[src/rtl/user_id_entry.sv]
// User-ID entry stage: push-button editing of NUM_POS symbol codes with a blinking
// cursor digit, validation on Enter, and a latched copy of the accepted ID.
module user_id_entry #(
    parameter int NUM_POS   = 4,
    parameter int BLINK_DIV = 25000000,
    parameter int MAX_CODE  = 29
) (
    input  logic                                          Clk,
    input  logic                                          Rst,
    input  logic                                          Enable,
    input  logic                                          BtnUp,
    input  logic                                          BtnDown,
    input  logic                                          BtnNext,
    input  logic                                          BtnEnter,
    output logic [5*NUM_POS-1:0]                          DisplayCodes,
    output logic [((NUM_POS > 2) ? $clog2(NUM_POS) : 1)-1:0] Cursor,
    output logic [5*NUM_POS-1:0]                          UserId,
    output logic                                          EntryDone,
    output logic                                          EntryError,
    output logic                                          Busy
);

    localparam int CW = (NUM_POS > 2) ? $clog2(NUM_POS) : 1;
    localparam int BW = $clog2(BLINK_DIV);

    typedef enum logic [1:0] {IDLE, ENTRY, DONE} state_t;

    state_t          state, state_n;
    logic [4:0]      pos   [NUM_POS];
    logic [4:0]      pos_n [NUM_POS];
    logic [CW-1:0]   cursor_n, first_blank;
    logic [BW-1:0]   cnt, cnt_n;
    logic            blink, blink_n;
    logic [5*NUM_POS-1:0] user_n, disp_n;
    logic            done_n, err_n, all_set;
    logic            prev_en, prev_up, prev_down, prev_next, prev_enter;
    logic            e_en, e_up, e_down, e_next, e_enter;

    // Symbol wrap: 0 and MAX_CODE both step up to 1; 0 and 1 both step down to MAX_CODE.
    function automatic logic [4:0] code_up(input logic [4:0] c);
        if (c >= 5'(MAX_CODE)) return 5'd1;
        return c + 5'd1;
    endfunction

    function automatic logic [4:0] code_down(input logic [4:0] c);
        if (c <= 5'd1) return 5'(MAX_CODE);
        return c - 5'd1;
    endfunction

    assign e_en    = Enable   & ~prev_en;
    assign e_up    = BtnUp    & ~prev_up;
    assign e_down  = BtnDown  & ~prev_down;
    assign e_next  = BtnNext  & ~prev_next;
    assign e_enter = BtnEnter & ~prev_enter;

    always_comb begin
        state_n     = state;
        cursor_n    = Cursor;
        cnt_n       = cnt;
        blink_n     = blink;
        user_n      = UserId;
        done_n      = 1'b0;
        err_n       = 1'b0;
        all_set     = 1'b1;
        first_blank = Cursor;
        disp_n      = '0;
        for (int i = 0; i < NUM_POS; i++) begin
            pos_n[i] = pos[i];
            if (pos[i] == 5'd0) all_set = 1'b0;
        end
        for (int i = NUM_POS - 1; i >= 0; i--) begin
            if (pos[i] == 5'd0) first_blank = CW'(i);
        end

        case (state)
            ENTRY: begin
                if (e_enter) begin
                    cnt_n   = '0;
                    blink_n = 1'b1;
                    if (all_set) begin
                        for (int i = 0; i < NUM_POS; i++) user_n[5*i +: 5] = pos[i];
                        done_n  = 1'b1;
                        state_n = DONE;
                    end else begin
                        err_n    = 1'b1;
                        cursor_n = first_blank;
                    end
                end else if (e_next) begin
                    cursor_n = (Cursor == CW'(NUM_POS - 1)) ? '0 : Cursor + CW'(1);
                    cnt_n    = '0;
                    blink_n  = 1'b1;
                end else if (e_up) begin
                    pos_n[Cursor] = code_up(pos[Cursor]);
                    cnt_n         = '0;
                    blink_n       = 1'b1;
                end else if (e_down) begin
                    pos_n[Cursor] = code_down(pos[Cursor]);
                    cnt_n         = '0;
                    blink_n       = 1'b1;
                end else if (cnt == BW'(BLINK_DIV - 1)) begin
                    cnt_n   = '0;
                    blink_n = ~blink;
                end else begin
                    cnt_n = cnt + BW'(1);
                end
            end
            default: begin
                // IDLE and DONE share the same way into a fresh entry.
                cnt_n   = '0;
                blink_n = 1'b1;
                if (e_en) begin
                    state_n  = ENTRY;
                    cursor_n = '0;
                    for (int i = 0; i < NUM_POS; i++) pos_n[i] = 5'd0;
                end
            end
        endcase

        if (state_n == DONE) begin
            disp_n = user_n;
        end else if (state_n == ENTRY) begin
            for (int i = 0; i < NUM_POS; i++)
                disp_n[5*i +: 5] = (CW'(i) == cursor_n && !blink_n) ? 5'd0 : pos_n[i];
        end
    end

    always_ff @(posedge Clk) begin
        if (Rst) begin
            state        <= IDLE;
            prev_en      <= 1'b1;
            prev_up      <= 1'b1;
            prev_down    <= 1'b1;
            prev_next    <= 1'b1;
            prev_enter   <= 1'b1;
            pos          <= '{default: 5'd0};
            Cursor       <= '0;
            cnt          <= '0;
            blink        <= 1'b1;
            UserId       <= '0;
            DisplayCodes <= '0;
            EntryDone    <= 1'b0;
            EntryError   <= 1'b0;
            Busy         <= 1'b0;
        end else begin
            state        <= state_n;
            prev_en      <= Enable;
            prev_up      <= BtnUp;
            prev_down    <= BtnDown;
            prev_next    <= BtnNext;
            prev_enter   <= BtnEnter;
            pos          <= pos_n;
            Cursor       <= cursor_n;
            cnt          <= cnt_n;
            blink        <= blink_n;
            UserId       <= user_n;
            DisplayCodes <= disp_n;
            EntryDone    <= done_n;
            EntryError   <= err_n;
            Busy         <= (state_n == ENTRY);
        end
    end

endmodule

[config.mk]
export PLATFORM = sky130hd
export DESIGN_NAME = user_id_entry
export DESIGN_NICKNAME = d
export VERILOG_FILES = /design/src/rtl/user_id_entry.sv
export SDC_FILE = /design/constraint.sdc
export NUM_CORES = 1
export LEC_CHECK = 0
export ABC_AREA = 1
export CAP_MARGIN = 25
export CORE_MARGIN = 3
export CORE_UTILIZATION = 25
export CTS_BUF_LIST = sky130_fd_sc_hd__clkbuf_16
export CTS_CLUSTER_DIAMETER = 60
export DETAILED_ROUTE_END_ITERATION = 16
export PLACE_DENSITY = 0.41
export SLEW_MARGIN = 20
export SYNTH_ARGS = -nofsm -noshare
export SYNTH_HDL_FRONTEND = slang
export SYNTH_SLANG_ARGS = --single-unit
[constraint.sdc]
create_clock -name Clk -period 3.28 [get_ports Clk]
set_input_delay 0.656 -clock Clk [delete_from_list [all_inputs] [get_ports Clk]]
set_output_delay 0.656 -clock Clk [all_outputs]
set_load 0.005 [all_outputs]
==> metrics.yaml, run 1 <==
floorplan:
  die_area_sq_mm: 0.02268
  rows: 52
  initial_utilization_pct: 25.66
  io_pins: 52
  core_sq_mm: 0.02036
  die_y_um: 150.6
  dieWidth_um: 150.6
clock_network:
  ctsHoldBuffers: 0
  cts.clk_slew.worst_paths_ns: 0.07
  cts_sinks: 98
  cts_made_buffers: 9
  ctsResizeCount: 0
  post_cts_buffers: 0
  cts_tree: "done"
  cts-root-buf: "clkbuf_16"
  htreeDepth: 3
  worstSkewPairLatency_ns: 0.36
  clk_path_buf_depth: 2
logic_synthesis:
  synth_cells: 794
  avgSynthCellArea_sq_um: 6.582
  synthFlopType: "dfxtp_1"
  synth_seq_area_share_pct: 37.54
  yosysWarnings: 0
  synthArstFlopShare_pct: 0
  ys_seq_elements: 98
  syn_area_sq_mm: 0.005226
  synth_edf_count: 0
  ys_types: 37
  syn-num-nets: 809
global_route:
  antenna_found_initial: 0
  grt_pass1_wl_mm: 29.30
  grt_pass1_vias: 5059
  grt.overflow.total: 0
  grt_max_degree: 34
  grt_use_total_pct: 16.80
sta:
  slew_violations: 0
  setup-violations-final: 0
  layout_min_cycle_time_ns: 2.511
  fin_skew_ns: 0.01355
  min_period_over_period_pct: 76.56
  finalHoldViolations: 0
  slew-limit-headroom_pct: 52.35
  worst_slack_ns: 0.7689
  fmax_mhz: 398.2
  whs_ns: 0.4516
  worstMarginPinSlew_ns: 0.7073
  final.setup.tns_ns: 0
  rsz0062_at_grt: "no"
routing:
  ant_nets: 0
  viasPerCell: 4.750
  wirelength_mm: 18.46
  post_drt_wl_per_cell_um: 16.48
  firstDrtPassIters: 5
  num_vias: 5320
  drc: 0
  drt_iter0_drc: 433
critical_path:
  critPathKind: "in2reg"
  worstPathMaxFanout: 7
  cp.arrival_ns: 2.81
  worst_ep_required_time_ns: 3.58
  cp-start-kind: "input pin"
  critPathCaptureType: "flip-flop"
placement:
  portBuffers: 51
  dp_hpwl_mm: 13.61
  pre_cts_ws_ns: 0.3852
  gp_congestion: 0.9589
hold_path:
  hold_path_class: "reg2reg"
cells_and_area:
  areaGrowthSynthToFinish_pct: 21.43
  final_cell_mix: "220 x nand2_1, 98 x dfxtp_1, 76 x a21oi_1, 74 x nand3_1, 69 x nor2_1"
  final_common_cell: "nand2_1"
  drive_gt1_share_pct: 8.235
  fin_nets: 860
  antenna_cells: 0
run_status:
  outcome: "finished clean"
power:
  irDropWorstVdd_v: 0.0002324
  powerDensity_mw_per_mm2: 408.8
  leakage_nw: 2.506
job:
  cap_violations: 0
## cells in the mapped netlist (5+ instances only)
cell      number  area share, %
o211ai_1       5           0.72
dfxtp_1       98             38
ha_1           8            1.9
nand3_2        6            1.1
clkbuf_1      18            1.3
buf_2          5           0.48
nor3_1        15            1.4
nor2_1        69            5.0
nand2_1      220             16
a21oi_1       76            7.3
inv_1         61            4.4
o21ai_0       48            4.6
xor2_1         7            1.2
o21ai_1       13            1.2
nand3_1       74            7.1
nand4_1       16            1.9
inv_2         14            1.0
## flip-flops by register name, summed over array words and instances, names as in the netlist
signal        flops
Busy              1
DisplayCodes     20
prev_enter        1
EntryError        1
Cursor            2
prev_next         1
blink             1
cnt              25
EntryDone         1
prev_up           1
pos              20
prev_en           1
UserId           20
prev_down         1
state             2
## metal layers
layer  part of all wire, %  track usage, %  routed length (um)  vias to the layer above
met4                   1.4           4.170                 257                        0
met2                    42           24.53                7715                      138
met1                    51           25.46                9406                     2456
li1                      -               -                   -                     2711
met3                   5.9           2.890                1080                       15
met5                     0               0                   0                        -
## logic make-up after synthesis
group | after synthesis | share of synthesized area [%]
XOR/XNOR | 7 | 1.173
AO/OA/AOI/OAI | 153 | 15.39
buffers and inverters | 104 | 7.852
AND/OR/NAND/NOR | 424 | 36.13
adder cells (fa/ha/maj) | 8 | 1.915
flip-flops | 98 | 37.54
## metrics by stage
step | cells | utilization [%] | total power [mW] | cell area [sq um]
floorplan | 794 | - | 1.480 | 5226
global placement | 1104 | 29.84 | 1.618 | 6076
detailed placement | 1104 | 29.84 | 1.614 | 6076
CTS | 1120 | 31.16 | 2.637 | 6346
global route | 1120 | 31.16 | 2.720 | 6346
finish | 1120 | 31.16 | 2.594 | 6346
## area by class of cell
cell class	count	area, sq um
Fill cell	2266	14020
Tap cell	270	337.8
Multi-Input combinational cell	592	2854
Timing Repair Buffer	67	630.6
Clock buffer	9	225.2
Sequential cell	98	1962
Inverter	77	291.5
Clock inverter	7	45.04
## worst max-delay path, stage by stage
cell and delay [ns]:
clkdlybuf4s50_1 0.45, inv_1 0.05, nor2_1 0.17, inv_1 0.19
nand2_1 0.15, nand3_1 0.09, nand2_1 0.06, nand2_1 0.05
inv_1 0.04, nand2_1 0.08, nand3_1 0.20, nor2_1 0.06
nor2_1 0.32, nand4_1 0.16, nand2_1 0.09
## report_power, final
part | internal (mW) | switching, mW
sequential | 1.21 | 0.0230
clock | 0.514 | 0.492
combinational | 0.109 | 0.245
total | 1.83 | 0.760
## worst paths after layout
check	start	endpoint	slack, ns	depth (start not counted)
setup reg to reg	Cursor[0]$_SDFF_PP0_	DisplayCodes[9]$_SDFF_PP0_	0.79	17
hold / removal	cnt[0]$_SDFF_PP0_	cnt[0]$_SDFF_PP0_	0.45	1
setup / recovery	Enable	DisplayCodes[15]$_SDFF_PP0_	0.77	15
hold reg to reg	cnt[0]$_SDFF_PP0_	cnt[0]$_SDFF_PP0_	0.45	1
Power figures use the tool's default switching activity.
==> inputs of run 2 (changes only) <==
==> constraint.sdc (replaced) <==
create_clock -name Clk -period 2.56 [get_ports Clk]
set_input_delay 0.512 -clock Clk [delete_from_list [all_inputs] [get_ports Clk]]
set_output_delay 0.512 -clock Clk [all_outputs]
set_load 0.005 [all_outputs]
==> run 2 against run 1 <==
Effect of this change: core utilization is 1.4 points higher; highest routed layer unchanged; sequential share of layout area is 1.4 points lower; critical path type is now reg2reg; register-to-register slack worse by 0.63 ns; power is 34% higher; global-route usage is 0.36 points lower; die area stayed put; worst setup slack worse by 0.61 ns; sequential power is 28% higher; count of clock-buffer cells in the layout stayed put.
==> metrics.yaml, run 2 (synthesis gave the netlist of run 1 again) <==
critical_path:
  worstPathCellList: "inv_2 -> nand2_1 -> nand3_1 -> nand2_2 -> inv_2 -> ha_1 -> inv_1 -> nand3_1 -> nand3_2 -> nand3_1 -> o21ai_1 -> nand3_1 -> nand2_1 -> nand3_1 -> nand2_1"  # was clkdlybuf4s50_1 -> inv_1 -> nor2_1 -> inv_1 -> nand2_1 -> nand3_1 -> nand2_1 -> nand2_1 -> inv_1 -> nand2_1 -> nand3_1 -> nor2_1 -> nor2_1 -> nand4_1 -> nand2_1
  ff2ff_setup_slack_ns: 0.16  # was 0.79 ns
  cp-start-kind: "flip-flop"  # was input pin
  cp.arrival_ns: 2.71  # was 2.81 ns
  startpoint: "Cursor[0]$_SDFF_PP0_"  # was Enable
  critPathKind: "reg2reg"  # was in2reg
  r2r-end: "DisplayCodes[2]$_SDFF_PP0_"  # was DisplayCodes[9]$_SDFF_PP0_
  cpPeakStageDelay_ns: 0.44  # was 0.45 ns
  worst_ep_required_time_ns: 2.86  # was 3.58 ns
  critPathCaptureType: "flip-flop"  # unchanged
  timing.rr.start: "Cursor[0]$_SDFF_PP0_"  # unchanged
  cpMostUsedCell: "nand3_1"  # was nand2_1
  r2r_cells: 15  # was 17
  worstPathMaxFanout: 10  # was 7
  cp_slowest_cell: "dfxtp_1"  # was clkdlybuf4s50_1
clock_network:
  cts_made_buffers: 9  # unchanged
  post_cts_buffers: 0  # unchanged
  worstSkewPairLatency_ns: 0.36  # about the same
  cts-root-buf: "clkbuf_16"  # unchanged
  cts_tree: "done"  # unchanged
  htreeDepth: 3  # unchanged
  cts_sinks: 98  # unchanged
  clk_path_buf_depth: 2  # unchanged
  cts.clk_slew.worst_paths_ns: 0.08  # was 0.07 ns
hold_path:
  hold_start: "cnt[0]$_SDFF_PP0_"  # unchanged
  hold_path_class: "reg2reg"  # unchanged
  min_to: "cnt[0]$_SDFF_PP0_"  # unchanged
  hold_depth: 1  # unchanged
cells_and_area:
  drive_gt1_share_pct: 11.72  # was 8.235%
  fillCellCount: 2248  # was 2266
  final_common_cell: "nand2_1"  # unchanged
  layout.cells.non_filler: 1149  # was 1120
  fin_util_pct: 32.61  # was 31.16%
  fin_nets: 890  # was 860
  areaGrowthSynthToFinish_pct: 27.05  # was 21.43%
  top_register: "cnt"  # unchanged
  final_cell_mix: "220 x nand2_1, 98 x dfxtp_1, 76 x a21oi_1, 74 x nand3_1, 68 x nor2_1"  # was 220 x nand2_1, 98 x dfxtp_1, 76 x a21oi_1, 74 x nand3_1, 69 x nor2_1
  antenna_cells: 0  # unchanged
  largest_register_ffs: 25  # unchanged
  final_cell_area_sq_mm: 0.006640  # was 0.006346 sq mm
routing:
  firstDrtPassIters: 5  # unchanged
  num_vias: 5421  # was 5320
  viasPerCell: 4.718  # was 4.750
  ant_nets: 0  # unchanged
  post_drt_wl_per_cell_um: 15.87  # was 16.48 um
  wirelength_mm: 18.24  # was 18.46 mm
  drc: 0  # unchanged
  drt_iter0_drc: 444  # was 433
global_route:
  grt_use_total_pct: 16.44  # was 16.80%
  grt_pass1_vias: 5121  # was 5059
  grt_max_degree: 29  # was 34
  grt.overflow.total: 0  # unchanged
  antenna_found_initial: 0  # unchanged
  grt_pass1_wl_mm: 28.84  # was 29.30 mm
sta:
  fmax_mhz: 416.0
  slew_violations: 0  # unchanged
  whs_ns: 0.4493  # was 0.4516 ns
  fin_skew_ns: 0.008753  # was 0.01355 ns
  min_period_over_period_pct: 93.89
  worstMarginPinSlew_ns: 0.5040  # was 0.7073 ns
  setup-violations-final: 0  # unchanged
  final.setup.tns_ns: 0  # unchanged
  layout_min_cycle_time_ns: 2.404
  slew-limit-headroom_pct: 66.28  # was 52.35%
  rsz0062_at_grt: "no"  # unchanged
  finalHoldViolations: 0  # unchanged
placement:
  dp_cells: 1134  # was 1104
  placed_cell_area_sq_mm: 0.006339  # was 0.006076 sq mm
  portBuffers: 51  # unchanged
  gp_congestion: 0.8756  # was 0.9589
  dp_hpwl_mm: 13.47  # was 13.61 mm
floorplan:
  die_y_um: 150.6  # unchanged
  rows: 52  # unchanged
  dieWidth_um: 150.6  # unchanged
  core_sq_mm: 0.02036  # unchanged
  die_area_sq_mm: 0.02268  # unchanged
  io_pins: 52  # unchanged
  initial_utilization_pct: 25.66  # unchanged
power:
  powerDensity_mw_per_mm2: 522.9  # was 408.8 mW/mm^2
  irDropWorstVdd_v: 0.0002655  # was 0.0002324 V
  leakage_nw: 2.670  # was 2.506 nW
run_status:
  outcome: "finished clean"  # unchanged
job:
  cap_violations: 0  # unchanged
## run 2: cell types whose count changed in the layout (fill, tap and decap cells not counted)
cell        change
buf_4          +27
buf_12          +3
inv_1           -2
bufinv_16       +1
clkinv_1        -1
clkinv_4        -1
clkinvlp_4      +1
inv_8           +1
nor2_1          -1
nor2_2          +1
## run 2: final cells by class
type	instances	area [sq um]	share of cell area (%)
clock buffers	9	225.2	3.392
repair buffers	97	893.4	13.45
flip-flops and latches	98	1962	29.55
multi-input cells	592	2856	43.02
clock inverters	6	73.82	1.112
inverters	77	291.5	4.390
well taps	270	337.8	5.088
## run 2: repair_timing
action	in CTS	in global routing
endpoints found under the setup margin	0	3
hold buffers	0	0
resized for setup	0	1
## run 2: through the flow
step,worst slack [ns],total power [mW]
after floorplan,0.5083,1.896
after global placement,-0.04171,2.091
after detailed placement,-0.1353,2.088
after CTS,0.1775,3.524
after global routing,0.004625,3.635
final,0.1563,3.472
## run 2: worst max-delay path, delay by kind of cell, from the launching register on
kind	cells	cell delay (ns)
compound gates	1	0.23
fa+ha+maj	1	0.18
buf+inv	3	0.29
flops	1	0.44
simple gates	10	1.20
## run 2: how the worst max path moves through the flow
| stage | to | slack, ns | cells after the start |
|---|---|---|---|
| 2_1_floorplan | DisplayCodes[0]$_SDFF_PP0_ | 0.51 | 16 |
| 3_3_place_gp | DisplayCodes[9]$_SDFF_PP0_ | -0.04 | 14 |
| 3_5_place_dp | DisplayCodes[15]$_SDFF_PP0_ | -0.14 | 15 |
| 4_1_cts | DisplayCodes[12]$_SDFF_PP0_ | 0.18 | 15 |
| 5_1_grt | DisplayCodes[13]$_SDFF_PP0_ | 0.005 | 17 |
| 6_report | DisplayCodes[2]$_SDFF_PP0_ | 0.16 | 15 |
## run 2: where the power goes
group	internal (mW)	total, mW	switching, mW	leakage [nW]
combinational	0.161	0.474	0.312	1.74
sequential	1.55	1.58	0.0311	0.793
clock	0.767	1.42	0.648	0.140
total	2.48	3.47	0.992	2.67
## run 2: layer usage
layer | share of wire (%) | vias up | track usage, % | wire (um)
met5 | 0 | - | 0 | 0
met1 | 51 | 2500 | 24.55 | 9301
met4 | 1.7 | 0 | 4.533 | 303
met2 | 42 | 130 | 24.15 | 7700
li1 | - | 2768 | - | -
met3 | 5.1 | 23 | 2.950 | 929
